File: src/rtl/des_key_pkg.sv
// Shared constants, permutation tables and helpers for the DES key scheduler.
// Used by des_key_sched_ctrl and des_key_rot.
package des_key_pkg;

    localparam int KEY_W    = 64;
    localparam int HALF_W   = 28;
    localparam int CD_W     = 56;
    localparam int SUBKEY_W = 48;

    // Bit r-1 set means round r rotates by one position, otherwise by two.
    localparam logic [15:0] SHIFT_ONE_MASK = 16'b1000_0001_0000_0011;

    typedef enum logic [1:0] {
        ST_IDLE = 2'd0,
        ST_RUN  = 2'd1,
        ST_DONE = 2'd2
    } state_e;

    // Tables use DES numbering: entry 1 selects the most significant bit.
    localparam int unsigned PC1_TAB [56] = '{
        57, 49, 41, 33, 25, 17,  9,  1, 58, 50, 42, 34, 26, 18,
        10,  2, 59, 51, 43, 35, 27, 19, 11,  3, 60, 52, 44, 36,
        63, 55, 47, 39, 31, 23, 15,  7, 62, 54, 46, 38, 30, 22,
        14,  6, 61, 53, 45, 37, 29, 21, 13,  5, 28, 20, 12,  4
    };

    localparam int unsigned PC2_TAB [48] = '{
        14, 17, 11, 24,  1,  5,  3, 28, 15,  6, 21, 10,
        23, 19, 12,  4, 26,  8, 16,  7, 27, 20, 13,  2,
        41, 52, 31, 37, 47, 55, 30, 40, 51, 45, 33, 48,
        44, 49, 39, 56, 34, 53, 46, 42, 50, 36, 29, 32
    };

    function automatic logic [CD_W-1:0] pc1(input logic [KEY_W-1:0] key);
        logic [CD_W-1:0] cd;
        cd = '0;
        for (int i = 0; i < CD_W; i++) begin
            cd[6'(55 - i)] = key[6'(64 - PC1_TAB[i])];
        end
        return cd;
    endfunction

    function automatic logic [SUBKEY_W-1:0] pc2(input logic [CD_W-1:0] cd);
        logic [SUBKEY_W-1:0] sk;
        sk = '0;
        for (int i = 0; i < SUBKEY_W; i++) begin
            sk[6'(47 - i)] = cd[6'(56 - PC2_TAB[i])];
        end
        return sk;
    endfunction

endpackage

File: src/rtl/des_key_rot.sv
// Combinational 28-bit circular rotator for one key half (by 1 or 2, left or right).
module des_key_rot
    import des_key_pkg::*;
(
    input  logic [HALF_W-1:0] in_half,
    input  logic [1:0]        amt,
    input  logic              dir_right,
    output logic [HALF_W-1:0] out_half
);

    // Select rotation by direction and amount; unused amounts pass through.
    always_comb begin
        out_half = in_half;
        case ({dir_right, amt})
            3'b001:  out_half = {in_half[HALF_W-2:0], in_half[HALF_W-1]};
            3'b010:  out_half = {in_half[HALF_W-3:0], in_half[HALF_W-1:HALF_W-2]};
            3'b101:  out_half = {in_half[0], in_half[HALF_W-1:1]};
            3'b110:  out_half = {in_half[1:0], in_half[HALF_W-1:2]};
            default: out_half = in_half;
        endcase
    end

endmodule

File: src/rtl/des_key_sched_ctrl.sv
// DES key schedule sequencer: PC-1 load, per-round C/D rotation, PC-2 subkeys over valid/ready.
// Reverse-order (decrypt) generation is built only when DES_KEY_DECRYPT_EN is defined.
module des_key_sched_ctrl
    import des_key_pkg::*;
#(
    parameter int ROUNDS = 16
) (
    input  logic                clk,
    input  logic                rst_n,
    input  logic                start,
    input  logic                decrypt,
    input  logic [KEY_W-1:0]    key_in,
    output logic                busy,
    output logic [SUBKEY_W-1:0] subkey,
    output logic                subkey_valid,
    input  logic                subkey_ready,
    output logic [3:0]          round_idx,
    output logic                done
);

    state_e              state_q, state_d;
    logic [HALF_W-1:0]   c_q, c_d, d_q, d_d;
    logic [3:0]          round_q, round_d;
    logic                dec_q, dec_d;

    logic [CD_W-1:0]     pc1_s;
    logic [HALF_W-1:0]   src_c_s, src_d_s, rot_c_s, rot_d_s;
    logic [3:0]          shift_idx_s;
    logic [1:0]          amt_s;
    logic                dir_right_s;
    logic                final_s;
    logic                dec_req_s;

`ifdef DES_KEY_DECRYPT_EN
    assign dec_req_s = decrypt;
`else
    logic unused_decrypt_s;
    assign unused_decrypt_s = decrypt;
    assign dec_req_s        = 1'b0;
`endif

    assign pc1_s = pc1(key_in);

    // Rotator feed: the load path rotates PC-1 by shift(1); RUN steps to the next round.
    always_comb begin
        if (state_q == ST_RUN) begin
            src_c_s     = c_q;
            src_d_s     = d_q;
            dir_right_s = dec_q;
            shift_idx_s = dec_q ? round_q : round_q + 4'd1;
        end else begin
            src_c_s     = pc1_s[CD_W-1:HALF_W];
            src_d_s     = pc1_s[HALF_W-1:0];
            dir_right_s = 1'b0;
            shift_idx_s = 4'd0;
        end
        amt_s = SHIFT_ONE_MASK[shift_idx_s] ? 2'd1 : 2'd2;
    end

    des_key_rot u_rot_c (
        .in_half   (src_c_s),
        .amt       (amt_s),
        .dir_right (dir_right_s),
        .out_half  (rot_c_s)
    );

    des_key_rot u_rot_d (
        .in_half   (src_d_s),
        .amt       (amt_s),
        .dir_right (dir_right_s),
        .out_half  (rot_d_s)
    );

    assign final_s = dec_q ? (round_q == 4'd0) : (round_q == 4'(ROUNDS - 1));

    // Next-state and datapath update.
    always_comb begin
        state_d = state_q;
        c_d     = c_q;
        d_d     = d_q;
        round_d = round_q;
        dec_d   = dec_q;
        case (state_q)
            ST_IDLE: begin
                if (start) begin
                    dec_d   = dec_req_s;
                    state_d = ST_RUN;
                    if (dec_req_s) begin
                        // Total rotation over a schedule is 28, so unrotated PC-1 is C16/D16.
                        c_d     = pc1_s[CD_W-1:HALF_W];
                        d_d     = pc1_s[HALF_W-1:0];
                        round_d = 4'(ROUNDS - 1);
                    end else begin
                        c_d     = rot_c_s;
                        d_d     = rot_d_s;
                        round_d = 4'd0;
                    end
                end else begin
                    state_d = ST_IDLE;
                end
            end
            ST_RUN: begin
                if (subkey_ready) begin
                    if (final_s) begin
                        state_d = ST_DONE;
                    end else begin
                        c_d     = rot_c_s;
                        d_d     = rot_d_s;
                        round_d = dec_q ? round_q - 4'd1 : round_q + 4'd1;
                    end
                end else begin
                    state_d = ST_RUN;
                end
            end
            ST_DONE: begin
                state_d = ST_IDLE;
            end
            default: begin
                state_d = ST_IDLE;
            end
        endcase
    end

    // State and key-half registers.
    always_ff @(posedge clk or negedge rst_n) begin
        if (!rst_n) begin
            state_q <= ST_IDLE;
            c_q     <= '0;
            d_q     <= '0;
            round_q <= 4'd0;
            dec_q   <= 1'b0;
        end else begin
            state_q <= state_d;
            c_q     <= c_d;
            d_q     <= d_d;
            round_q <= round_d;
            dec_q   <= dec_d;
        end
    end

    assign subkey       = pc2({c_q, d_q});
    assign subkey_valid = (state_q == ST_RUN);
    assign busy         = (state_q == ST_RUN);
    assign done         = (state_q == ST_DONE);
    assign round_idx    = round_q;

endmodule

File: config.mk
export PLATFORM = sky130hd
export DESIGN_NAME = des_key_sched_ctrl
export DESIGN_NICKNAME = d
export VERILOG_FILES = /design/src/rtl/des_key_pkg.sv /design/src/rtl/des_key_rot.sv /design/src/rtl/des_key_sched_ctrl.sv
export SDC_FILE = /design/constraint.sdc
export NUM_CORES = 1
export LEC_CHECK = 0
export ABC_AREA = 1
export CAP_MARGIN = 25
export CORE_AREA = 2 2 99 101
export CTS_CLUSTER_DIAMETER = 80
export CTS_CLUSTER_SIZE = 16
export DETAILED_ROUTE_END_ITERATION = 8
export DIE_AREA = 0 0 101 103
export DONT_BUFFER_PORTS = 1
export RECOVER_POWER = 25
export SLEW_MARGIN = 20
export SYNTH_ARGS = -nofsm -noshare
export SYNTH_HDL_FRONTEND = slang
export SYNTH_SLANG_ARGS = --single-unit
File: constraint.sdc
create_clock -name clk -period 2.9 [get_ports clk]
set_clock_uncertainty 0.1 [all_clocks]
set_input_delay 0.29 -clock clk [delete_from_list [all_inputs] [get_ports clk]]
set_output_delay 0.29 -clock clk [all_outputs]
set_load 0.01 [all_outputs]
==> summary.txt <==
Detailed routing
  • Detailed-router iteration count before antenna repair: 4
  • Via-to-Cell Ratio: approximately 5.6
  • Top sig layer: met4
  • First DRT Iteration DRCs: between 100 and 150
  • Drt total wl: 9.31 mm
  • Post-route ant nets: 0
  • Detailed-route via count: 3417
  • Met3 routed WL: 679 um
  • Post-DR wirelength/cell: 15.2 um
  • DRC: 0
  • Met1 wire length: around 4.2 mm
  • Met2 wire length: ~4.3 mm

Finish
  • Filler Cells Inserted: about 960
  • Nets@finish: 563
  • Area delta synth->final: -1.47%
  • # diodes: 0
  • FF/Latch Area: between 0.0015 and 0.002 mm^2
  • Layout cell share with drive strength beyond 1: 0.0664
  • Multi-input gate area in the final layout: approximately 0.0020 mm^2
  • Post-Layout Inst Area: 0.00402 mm^2

STA
  • FMAX: approximately 460 MHz
  • Final Hold Fails: 0
  • Slew @ Worst Pin: 1.62 ns
  • Crit path time final: about 2.2 ns
  • Hold WS: about 0.14 ns
  • Slew Limit Fails: 63
  • Final worst slack: ~0.74 ns
  • Final period util: 0.743
  • Setup Viol. Count Final: 0
  • Setup tns final: 0 ns
  • Slew HR: -0.0770
  • RSZ-0062 raised after global routing: false

Placement
  • Gp weighted congestion: roughly 0.85
  • Placed cell area: between 0.003 and 0.004 mm^2
  • Final HPWL DP: roughly 5.5 mm
  • PortBufs: 0
  • Post-place setup slack: just under 0.8 ns

Outcome
  • Violated checks: max-capacitance violations, max-slew violations
  • Status: complete, but fails checks

Die
  • Number of I/O pins: roughly 120
  • FP Rows: 36
  • Initial Util: 0.432
  • Die area: ~0.010 mm^2
  • Die X: approximately 100 um
  • Core area: between 0.009 and 0.01 mm^2
  • Chip height: between 100 and 150 um

Critical path
  • CP most frequent cell: nand2_1
  • CP Class: flip-flop to flip-flop
  • CP cell instances: ha_1 -> inv_1 -> nand2_1 -> nand2_1 -> nor2_1 -> nand2_1 -> nand3_2 -> buf_4 -> nand3_1 -> nand3_1 -> nand2_1
  • Critical Path RT: 3.03 ns
  • Max incr delay on CP: ~0.46 ns
  • Slowest CP cell: dfrtp_1
  • Worst-path maximum fanout: 17
  • Setup crit start kind: flip-flop
  • Critical Path AT: about 2.3 ns
  • Critical Path Sink Type: flip-flop

Synth
  • Dominant cells by area after synthesis: dfrtp_1, nand3_1, nand2_1, buf_4, mux2i_1
  • Synth unique cells: 18
  • Synth Area in Simple Gates: 0.376
  • Mux share of post-synthesis cell area: 0.0785
  • Largest family of logic cells by synthesized area: simple AND/OR/NAND/NOR gates
  • Seq/Total Area, Yosys: 0.380
  • Cells after Synth: roughly 550
  • Synth Area per Inst: between 7 and 8 um^2
  • Post-synthesis adder-cell area fraction: 0.00306
  • Post-synth EDFFs: 0
  • Mapped Area: 0.00408 mm^2
  • Post-synthesis compound-gate area fraction: 0.00736
  • Ys async rst share: 1.00
  • Synth Area in XOR/XNOR: 0
  • Number of synthesized register bits: between 60 and 70
  • Top cells by count, synth: nand3_1, nand2_1, dfrtp_1
  • Yosys warns: 0
  • Top FF cell, synth: dfrtp_1
  • Post-synth top area cell: dfrtp_1
  • Most common cell in the netlist: nand3_1
  • Top-area cell type share of the netlist area: 0.380

Clock network
  • Total CTS buffers: 9
  • Root Buffer: clkbuf_8
  • Clock Tree Buf Depth: 2
  • Clock sinks: 62
  • CTS H-Tree Depth: 3
  • Clock tree from TritonCTS: done
  • Clock transition at the registers of the reported paths: around 0.070 ns
  • Skew-Pair Late Insertion Delay: between 0.3 and 0.4 ns
  • Cts repair resizes: 0

GRT
  • First-pass GRT wire length: roughly 16 mm
  • Largest net degree at the start of global routing: 63
  • Initial antenna violation count: 0
  • Number of global-route vias before repair: roughly 3200
  • All-layer global routing usage: 0.190
  • GR Overflow Total: 0

Power
  • Psw: around 2.3 mW
  • Seq pwr share: 0.340
  • Comb power frac: 0.522
  • Max IR drop VDD: 0.494 mV
  • Cell area power density: roughly 1200 mW/mm^2
  • Clk network pwr share: 0.137
  • Power Total: about 5.0 mW
  • Net Sw Frac: 0.471
  • Int Pwr: between 2 and 3 mW
  • Static leakage: between 2 and 2.5 nW

Worst hold path
  • Min-delay worst type: input pin to flip-flop

Flow run
  • Max Cap Violations: 1
[cell families (layout without fill, tap and decap cells)]
family | Yosys count | count (layout)
compound gates | 6 | 6
fa+ha+maj | 1 | 1
buf+inv | 100 | 36
flops | 62 | 62
mux | 32 | 32
other cells | 1 | 16
simple gates | 344 | 344
[final timing paths]
check,from,endpoint,slack (ns),depth (start not counted)
setup / recovery,round_idx[1],d_q[24],0.74,11
hold / removal,key_in[60],d_q[1],0.14,4
setup reg to reg,round_idx[1],d_q[24],0.74,11
hold reg to reg,c_q[16],c_q[16],0.38,2
max in group asynchronous,rst_n,c_q[11],0.92,2
min in group asynchronous,rst_n,d_q[14],0.83,2
[cells in the final DEF (no fill, tap or decap), types with 3 or more instances in the layout]
| cell type | synthesis | final |
|---|---|---|
| mux2i_1 | 32 | 32 |
| nand2_1 | 157 | 154 |
| o21ai_0 | 5 | 5 |
| inv_1 | 7 | 7 |
| dfrtp_1 | 62 | 62 |
| nand2_2 | 2 | 5 |
| clkbuf_8 | 0 | 11 |
| nand3_1 | 175 | 174 |
| conb_1 | 1 | 16 |
| nor2_1 | 7 | 7 |
| clkbuf_1 | 16 | 3 |
| buf_4 | 51 | 4 |
| buf_12 | 0 | 5 |
[layout make-up]
cell class	count	area share
well taps	114	0.0355
clock buffers	14	0.0404
flip-flops and latches	62	0.386
inverters	9	0.00840
repair buffers	12	0.0386
multi-input cells	399	0.490
clock inverters	1	0.00124
[power by group through the flow]
| stage | sequential (mW) | clock (mW) | combinational (mW) |
|---|---|---|---|
| 2_1_floorplan | 1.49 | 0 | 2.57 |
| 3_3_place_gp | 1.69 | 0 | 2.54 |
| 3_5_place_dp | 1.70 | 0 | 2.59 |
| 4_1_cts | 1.69 | 0.708 | 2.63 |
| 5_1_grt | 1.75 | 0.749 | 3.00 |
| 6_report | 1.69 | 0.681 | 2.59 |
[worst max-delay path, delay by kind of cell, from the launching register on]
kind	cells	cell delay, ns
buffers and inverters	2	0.32
adder cells (fa/ha/maj)	1	0.23
AND/OR/NAND/NOR	8	0.93
flip-flops	1	0.46
[registers in the layout (all words and copies together), names as in the netlist]
register / cells
round_idx: 4
c_q: 28
state_q: 2
d_q: 28
[metrics by stage]
| stage | utilization | cells |
|---|---|---|
| after floorplan | - | 561 |
| after global placement | 0.405 | 593 |
| after detailed placement | 0.405 | 593 |
| after CTS | 0.428 | 611 |
| after global routing | 0.425 | 611 |
| final | 0.425 | 611 |
[metal layers]
| layer | vias to the layer above | GRT usage |
|---|---|---|
| met5 | - | 0 |
| met2 | 106 | 0.306 |
| met3 | 7 | 0.0576 |
| met1 | 1654 | 0.244 |
| li1 | 1650 | - |
| met4 | 0 | 0.0655 |
[what timing repair did]
item / 4_1_cts / 5_1_grt
setup endpoints to repair: 0 / 0
hold endpoints to repair: 64 / 0
hold buffers: 3 / 0
setup buffers: 0 / 0
Note: power is estimated with default switching activity, not from simulation.
